[src/rtl/spi_pkg.sv]
// Shared definitions for the SPI master TX slice: FSM encoding, SPI mode and default sizing.
package spi_pkg;

    typedef enum logic [1:0] {
        StIdle    = 2'd0,
        StCsSetup = 2'd1,
        StShift   = 2'd2,
        StCsHold  = 2'd3
    } spi_state_e;

    // Mode 0 only: SCLK idles low, data launched on falling edge, sampled on rising edge.
    localparam logic CPOL = 1'b0;
    localparam logic CPHA = 1'b0;

    localparam int unsigned DEFAULT_DATA_WIDTH = 8;
    localparam int unsigned DEFAULT_CLK_DIV    = 4;

endpackage

[src/rtl/spi_clk_div.sv]
// Half-period tick generator for SCLK: one-cycle half_tick every CLK_DIV enabled cycles.
module spi_clk_div #(
    parameter int unsigned CLK_DIV = 4
) (
    input  logic clk,
    input  logic rst_n,
    input  logic en,
    output logic half_tick
);

    localparam int unsigned CNT_W = $clog2(CLK_DIV + 1);
    localparam logic [CNT_W-1:0] CNT_MAX = CNT_W'(CLK_DIV - 1);

    logic [CNT_W-1:0] cnt;

    // Held at zero while disabled so every transaction starts on a full half-period.
    always_ff @(posedge clk or negedge rst_n) begin
        if (!rst_n) begin
            cnt <= '0;
        end else if (!en || cnt == CNT_MAX) begin
            cnt <= '0;
        end else begin
            cnt <= cnt + 1'b1;
        end
    end

    assign half_tick = en && (cnt == CNT_MAX);

endmodule

[src/rtl/spi_master_tx.sv]
// SPI mode-0 master serializer, MSB first, one word per valid/ready handshake.
// Define SPI_MASTER_RX_EN to add MISO capture (full duplex).
module spi_master_tx
    import spi_pkg::*;
#(
    parameter int unsigned DATA_WIDTH = DEFAULT_DATA_WIDTH,
    parameter int unsigned CLK_DIV    = DEFAULT_CLK_DIV
) (
    input  logic                  clk,
    input  logic                  rst_n,
    input  logic                  spi_tx_data_valid,
    input  logic [DATA_WIDTH-1:0] spi_tx_data,
    output logic                  spi_tx_ready,
    output logic                  spi_busy,
    output logic                  spi_cs_n,
    output logic                  spi_sclk,
    output logic                  spi_mosi
`ifdef SPI_MASTER_RX_EN
    ,
    input  logic                  spi_miso,
    output logic [DATA_WIDTH-1:0] spi_rx_data,
    output logic                  spi_rx_data_valid
`endif
);

    localparam int unsigned BIT_W = $clog2(2 * DATA_WIDTH + 1);
    localparam logic [BIT_W-1:0] LAST_HALF = BIT_W'(2 * DATA_WIDTH - 1);

    spi_state_e            state;
    logic [DATA_WIDTH-1:0] tx_shreg;
    logic [BIT_W-1:0]      half_cnt;
    logic                  half_tick;
    logic                  div_en;

    assign div_en = (state != StIdle);

    spi_clk_div #(
        .CLK_DIV(CLK_DIV)
    ) u_clk_div (
        .clk      (clk),
        .rst_n    (rst_n),
        .en       (div_en),
        .half_tick(half_tick)
    );

    always_ff @(posedge clk or negedge rst_n) begin
        if (!rst_n) begin
            state        <= StIdle;
            spi_tx_ready <= 1'b0;
            spi_busy     <= 1'b0;
            spi_cs_n     <= 1'b1;
            spi_sclk     <= CPOL;
            spi_mosi     <= 1'b0;
            tx_shreg     <= '0;
            half_cnt     <= '0;
        end else begin
            case (state)
                StIdle: begin
                    spi_cs_n <= 1'b1;
                    spi_sclk <= CPOL;
                    spi_busy <= 1'b0;
                    half_cnt <= '0;
                    if (spi_tx_data_valid && spi_tx_ready) begin
                        tx_shreg     <= spi_tx_data;
                        spi_mosi     <= spi_tx_data[DATA_WIDTH-1];
                        spi_cs_n     <= 1'b0;
                        spi_tx_ready <= 1'b0;
                        spi_busy     <= 1'b1;
                        state        <= StCsSetup;
                    end else begin
                        spi_tx_ready <= 1'b1;
                    end
                end
                StCsSetup: begin
                    if (half_tick) begin
                        state <= StShift;
                    end
                end
                StShift: begin
                    if (half_tick) begin
                        half_cnt <= half_cnt + 1'b1;
                        if (half_cnt == LAST_HALF) begin
                            // Final falling edge: no further bit, MOSI keeps the LSB.
                            spi_sclk <= CPOL;
                            state    <= StCsHold;
                        end else begin
                            spi_sclk <= ~spi_sclk;
                            if (spi_sclk) begin
                                tx_shreg <= tx_shreg << 1;
                                spi_mosi <= tx_shreg[DATA_WIDTH-2];
                            end
                        end
                    end
                end
                StCsHold: begin
                    if (half_tick) begin
                        spi_cs_n     <= 1'b1;
                        spi_tx_ready <= 1'b1;
                        spi_busy     <= 1'b0;
                        state        <= StIdle;
                    end
                end
                default: state <= StIdle;
            endcase
        end
    end

`ifdef SPI_MASTER_RX_EN
    logic [DATA_WIDTH-1:0] rx_shreg;

    // MISO is captured on the same clk edge that raises SCLK.
    always_ff @(posedge clk or negedge rst_n) begin
        if (!rst_n) begin
            rx_shreg          <= '0;
            spi_rx_data       <= '0;
            spi_rx_data_valid <= 1'b0;
        end else begin
            spi_rx_data_valid <= 1'b0;
            if (state == StShift && half_tick && !spi_sclk) begin
                rx_shreg <= {rx_shreg[DATA_WIDTH-2:0], spi_miso};
            end
            if (state == StCsHold && half_tick) begin
                spi_rx_data       <= rx_shreg;
                spi_rx_data_valid <= 1'b1;
            end
        end
    end
`endif

endmodule

[config.mk]
export PLATFORM = sky130hd
export DESIGN_NAME = spi_master_tx
export DESIGN_NICKNAME = d
export VERILOG_FILES = /design/src/rtl/spi_pkg.sv /design/src/rtl/spi_clk_div.sv /design/src/rtl/spi_master_tx.sv
export SDC_FILE = /design/constraint.sdc
export NUM_CORES = 1
export LEC_CHECK = 0
export BUFFER_PORTS_ARGS = -buffer_cell sky130_fd_sc_hd__buf_4
export CAP_MARGIN = 30
export CORE_AREA = 5 5 45 76
export DETAILED_ROUTE_END_ITERATION = 7
export DIE_AREA = 0 0 50 81
export HOLD_SLACK_MARGIN = 0.12
export PLACE_DENSITY = 0.65
export SYNTH_ARGS = -nofsm -noshare
export SYNTH_HDL_FRONTEND = slang
export SYNTH_SLANG_ARGS = --single-unit
[constraint.sdc]
create_clock -name clk -period 4.51 [get_ports clk]
set_input_delay 1.1275 -clock clk [delete_from_list [all_inputs] [get_ports clk]]
set_output_delay 1.1275 -clock clk [all_outputs]
set_load 0.02 [all_outputs]
---- After elaboration in Yosys (flattened, before gate mapping) ----
Cells that the tools add are included.
word-level totals
  bits in registers ....................... 22
  input bits .............................. 11
  output and inout port bits .............. 5
  word-level logic and storage cells ...... 64
cells by class
  $add $sub $neg .......................... 2
  equal/unequal tests ..................... 12
  multiplexer cells ....................... 28
  bitwise logic cells ..................... 1
  reductions and logical operators ........ 12
operators by type and width
  operator                                                                number
  7-bit two-way mux                                                       4
  2-bit inequality test (second input constant)                           7
  7-bit case mux with 2 select lines                                      1
  1-bit two-way mux                                                       10
  2-bit two-way mux                                                       5
  5-bit case mux with 2 select lines                                      1
  5-bit AND reduction                                                     2
  1-bit case mux with 2 select lines                                      4
  2-bit case mux with 4 select lines                                      1
  2-bit nonzero test                                                      3
  5-bit by 1-bit adder with 5-bit output (second input constant)          1
  5-bit by 4-bit equality test with 1-bit output (second input constant)  1
  5-bit two-way mux                                                       1
  2-bit equality test (second input constant)                             2
  2-bit AND reduction                                                     2
  3-bit by 1-bit adder with 3-bit output (second input constant)          1
  3-bit by 2-bit equality test with 1-bit output (second input constant)  1
  3-bit two-way mux                                                       1
  2-bit by 1-bit equality test with 1-bit output (second input constant)  1
  1-bit logical AND                                                       2
  2-bit logical NOT                                                       1
  1-bit logical NOT                                                       1
  1-bit logical OR                                                        1
  1-bit NOT                                                               1

---- Logic depth before layout (Yosys ltp) ----
  depth in word-level cells ............... 4
  mapped depth ............................ 8
  depth with buffers taken out ............ 7

---- Modules after synthesis ----
Synthesis repeated with hierarchy kept, for this count alone.
second synthesis, totals
  cell total of the unflattened synthesis .. 98
  area, all modules ....................... 1232.4 um^2
modules (own cells, without submodules)
  module         times used  cells an instance  area an instance (um^2)  seq. area each (um^2)
  spi_master_tx  1           88                 1097.3                   476.7
  spi_clk_div    1           10                 135.1                    75.1

---- Least setup slack after synthesis ----
No wires, ideal clock.
  kind .................................... input -> register
  from .................................... input spi_tx_data_valid
  to ...................................... register state[1]
  library setup time ...................... 0.125 ns
  arrival time ............................ 1.833 ns
  setup slack ............................. 2.552 ns
  stages on the path ...................... 3
  cells stage by stage .................... a21boi_2 -> a2111oi_4 -> mux2_4
on the way
  cells in the longest elaborated chain, start to end .. 3
ends and longest elaborated chain
  item                             RTL line             RTL
  start, declared                  spi_master_tx.sv:11  input logic spi_tx_data_valid,
  1-bit logical AND                spi_master_tx.sv:63  if (spi_tx_data_valid && spi_tx_ready) begin
  2-bit inequality test (no line)  n/a
  5-bit AND reduction (no line)    n/a
  end signal, assigned             spi_master_tx.sv:69  state <= StCsSetup;
  end signal, assigned             spi_master_tx.sv:76  state <= StShift;
  end signal, assigned             spi_master_tx.sv:85  state <= StCsHold;
  end, declared                    spi_master_tx.sv:29  spi_state_e state;
Every way passes these cells.
A chain may end at the register's enable or synchronous reset.

---- Worst setup path after layout ----
  from .................................... register state[0]
  to ...................................... register tx_shreg[0]
on the way
  cells in the longest elaborated chain, start to end .. 4
ends and longest elaborated chain
  item                             RTL line             RTL
  start signal, assigned           spi_master_tx.sv:48  state <= StIdle;
  start signal, assigned           spi_master_tx.sv:69
  start signal, assigned           spi_master_tx.sv:76
  2-bit nonzero test               spi_master_tx.sv:35  assign div_en = (state != StIdle);
  1-bit logical AND                spi_clk_div.sv:27    assign half_tick = en && (cnt == CNT_MAX);
  2-bit inequality test (no line)  n/a
  5-bit AND reduction (no line)    n/a
  end signal, assigned             spi_master_tx.sv:64  tx_shreg <= spi_tx_data;
  end signal, assigned             spi_master_tx.sv:89  tx_shreg <= tx_shreg << 1;
  end, declared                    spi_master_tx.sv:30  logic [DATA_WIDTH-1:0] tx_shreg;
Parallel ways exist; a longest one is shown, timed or not.

==> qor.yml <==
global_route:
  antenna_found_initial: 0
  grt_first_pass_wirelength_um: 4210
  grt.overflow.total: 0
  grt_max_degree: 23
  grt_usage: 0.130
  grt_pass1_vias: 939
logic_synthesis:
  synthAdderAreaFrac: 0.0826
  synth_nets: 136
  synth_xor_area_frac: 0
  synth.avg_cell_area_um2: 10.4
  syn_inst: 117
  synthSimpleGateAreaFrac: 0.165
  synth_area_um2: 1210
  ys_types: 31
  synth_top_family_by_area: "compound AO/OA/AOI/OAI gates"
  synth.area.mux_share: 0.0702
  ys_warn_count: 0
  ys_seq_area_frac: 0.455
  ys_ff_latch: 22
  synth_compound_area_frac: 0.184
clock_tree:
  numCtsBuffers: 3
  insertion_delay_ns: 0.26
  tritoncts: "yes"
  htree_num_levels: 1
  ctsResizeCount: 0
  cts_buffer_depth: 2
  cts_setup_buffers: 0
  cts_hold_buf: 0
  cts.sinks: 22
  cts-root-buf: "clkbuf_8"
  clk_pin_slew_ns: 0.08
sta:
  hold_violations: 0
  drv_slew: 0
  setup_viol: 0
  tns_ns: 0
  finalClockSkew_ns: 0.00291
  period_needed_ns: 2.52
  max_freq_mhz: 397
  period_share: 0.558
  worst_slew_pin_slew_ns: 0.846
  rsz0062_at_grt: "no"
  max_slew_margin: 0.436
drt:
  drtAntennaViolNets: 0
  via_per_inst: 5.46
  vias: 868
  drc: 0
  drt-total-wl_um: 2260
  drt-initial-drc-count: 17
  post_drt_wl_per_cell_um: 14.2
  dr.pass1.iters: 4
floorplanning:
  die_h_um: 81
  die_w_um: 50
  io_pins: 16
  core.rowCount: 25
  initial_utilization: 0.451
  core_um2: 2690
  dieArea_um2: 4050
worst_setup_path:
  worstPathArrival_ns: 2.68
  cp-start-kind: "flip-flop"
  path_class: "flip-flop to flip-flop"
  worstSetupEndpointType: "flip-flop"
  critical_path.max_fanout: 17
  required_ns: 4.67
layout:
  final_util: 0.514
  insertedDiodeCount: 0
  layout_commonest_cell: "dfrtp_1"
  layout_common_cells: "dfrtp_1 (21), buf_4 (15), a21oi_1 (12)"
  fillers: 255
  area_delta_synth_final_pct: 14.1
  drive_gt1_frac: 0.235
  nets: 152
placed_design:
  hpwl_um: 1690
  portBuffers: 15
  gp_congestion: 0.692
run_status:
  outcome: "finished clean"
pwr:
  power_density_nw_per_um2: 704
  irDropWorstVdd_mv: 0.334
  power.leakage_nw: 0.615
job:
  drv_cap: 0
hold_path:
  hold_path_class: "flip-flop to flip-flop"
## sequential cells by signal, indices dropped and copies added (netlist names)
register,count
tx_shreg,7
half_cnt,5
spi_mosi,1
state,2
spi_sclk,1
spi_busy,1
spi_cs_n,1
spi_tx_ready,1
u_clk_div.cnt,3
## critical path: stages, from the launching register on
cell,delay (ns)
dfrtp_1,0.42
inv_1,0.10
ha_1,0.72
nand3b_1,0.23
a221oi_4,0.65
nor2b_1,0.10
a31o_1,0.20
## logic make-up (layout without fill, tap and decap cells)
kind of cell,after synthesis,in the layout
DFF,22,22
and+or+nand+nor,39,39
buffers and inverters,10,25
muxes,8,8
AOI/OAI and AO/OA,30,30
adders and majority gates,8,8
## layer usage
layer | part of all wire | global-route usage | wire length, µm
met5 | 0 | 0 | 0
met4 | 0.0071 | 0.0604 | 16
met3 | 0.042 | 0.0257 | 96
met2 | 0.54 | 0.222 | 1230
met1 | 0.41 | 0.154 | 925
## area by class of cell
type | count | area, µm² | share of cell area
Clock buffer | 4 | 55.1 | 0.0398
Multi-Input combinational cell | 85 | 608 | 0.439
Sequential cell | 22 | 552 | 0.399
Inverter | 6 | 22.5 | 0.0163
Timing Repair Buffer | 15 | 113 | 0.0814
Tap cell | 27 | 33.8 | 0.0244
## synthesized netlist by cell type
master     number  area, µm²
dfrtp_1        21        526
a21oi_1        12       60.1
nor2_1         11       41.3
nand2_1         9       33.8
o21ai_0         9       45.0
ha_1            8        100
mux2i_1         7       70.1
inv_1           5       18.8
nor3_1          4       20.0
a21oi_2         3       26.3
nand2b_1        3       18.8
buf_6           2       22.5
clkbuf_1        2       7.51
nand3_1         2       10.0
nor2b_1         2       12.5
nor3b_1         2       15.0
a2111oi_4       1       27.5
a21boi_2        1       11.3
a221oi_4        1       26.3
a31o_1          1       8.76
and2b_4         1       10.0
and3_1          1       6.26
and3_2          1       7.51
dfstp_2         1       26.3
inv_2           1       3.75
mux2_4          1       15.0
nand3b_1        1       7.51
nand4_1         1       6.26
nor2_4          1       11.3
o211ai_1        1       7.51
o32a_1          1       10.0
## path summary, 6_finish.rpt
| check | depth (start not counted) | slack (ns) | from | endpoint |
|---|---|---|---|---|
| hold reg to reg | 1 | 0.44 | u_clk_div.cnt[0]$_DFF_PN0_ | u_clk_div.cnt[0]$_DFF_PN0_ |
| setup reg to reg | 6 | 1.99 | state[0]$_DFFE_PN0P_ | tx_shreg[0]$_DFFE_PN0P_ |
| max in group asynchronous | 1 | 3.48 | rst_n | spi_cs_n$_DFFE_PN1P_ |
| hold / removal | 1 | 0.44 | u_clk_div.cnt[0]$_DFF_PN0_ | u_clk_div.cnt[0]$_DFF_PN0_ |
| setup / recovery | 6 | 1.99 | state[0]$_DFFE_PN0P_ | tx_shreg[0]$_DFFE_PN0P_ |
| min in group asynchronous | 1 | 0.74 | rst_n | half_cnt[2]$_DFFE_PN0P_ |
## stage by stage
stage / setup slack, ns / cell area [µm²] / hold slack (ns) / std cells / power, mW
2_1_floorplan: 2.55 / 1210 / 0.408 / 117 / 0.737
6_report: 1.99 / 1380 / 0.440 / 159 / 0.975
5_1_grt: 1.79 / 1380 / 0.473 / 159 / 1.06
3_3_place_gp: 2.08 / 1330 / 0.422 / 155 / 0.825
3_5_place_dp: 1.98 / 1330 / 0.437 / 155 / 0.842
4_1_cts: 1.96 / 1380 / 0.450 / 159 / 0.986
## where the power goes
part	switching (mW)	internal, mW	leakage [nW]
clock network	0.0630	0.0778	0.0288
logic	0.282	0.211	0.317
registers	0.0572	0.283	0.269
(Power assumes the default switching activity.)
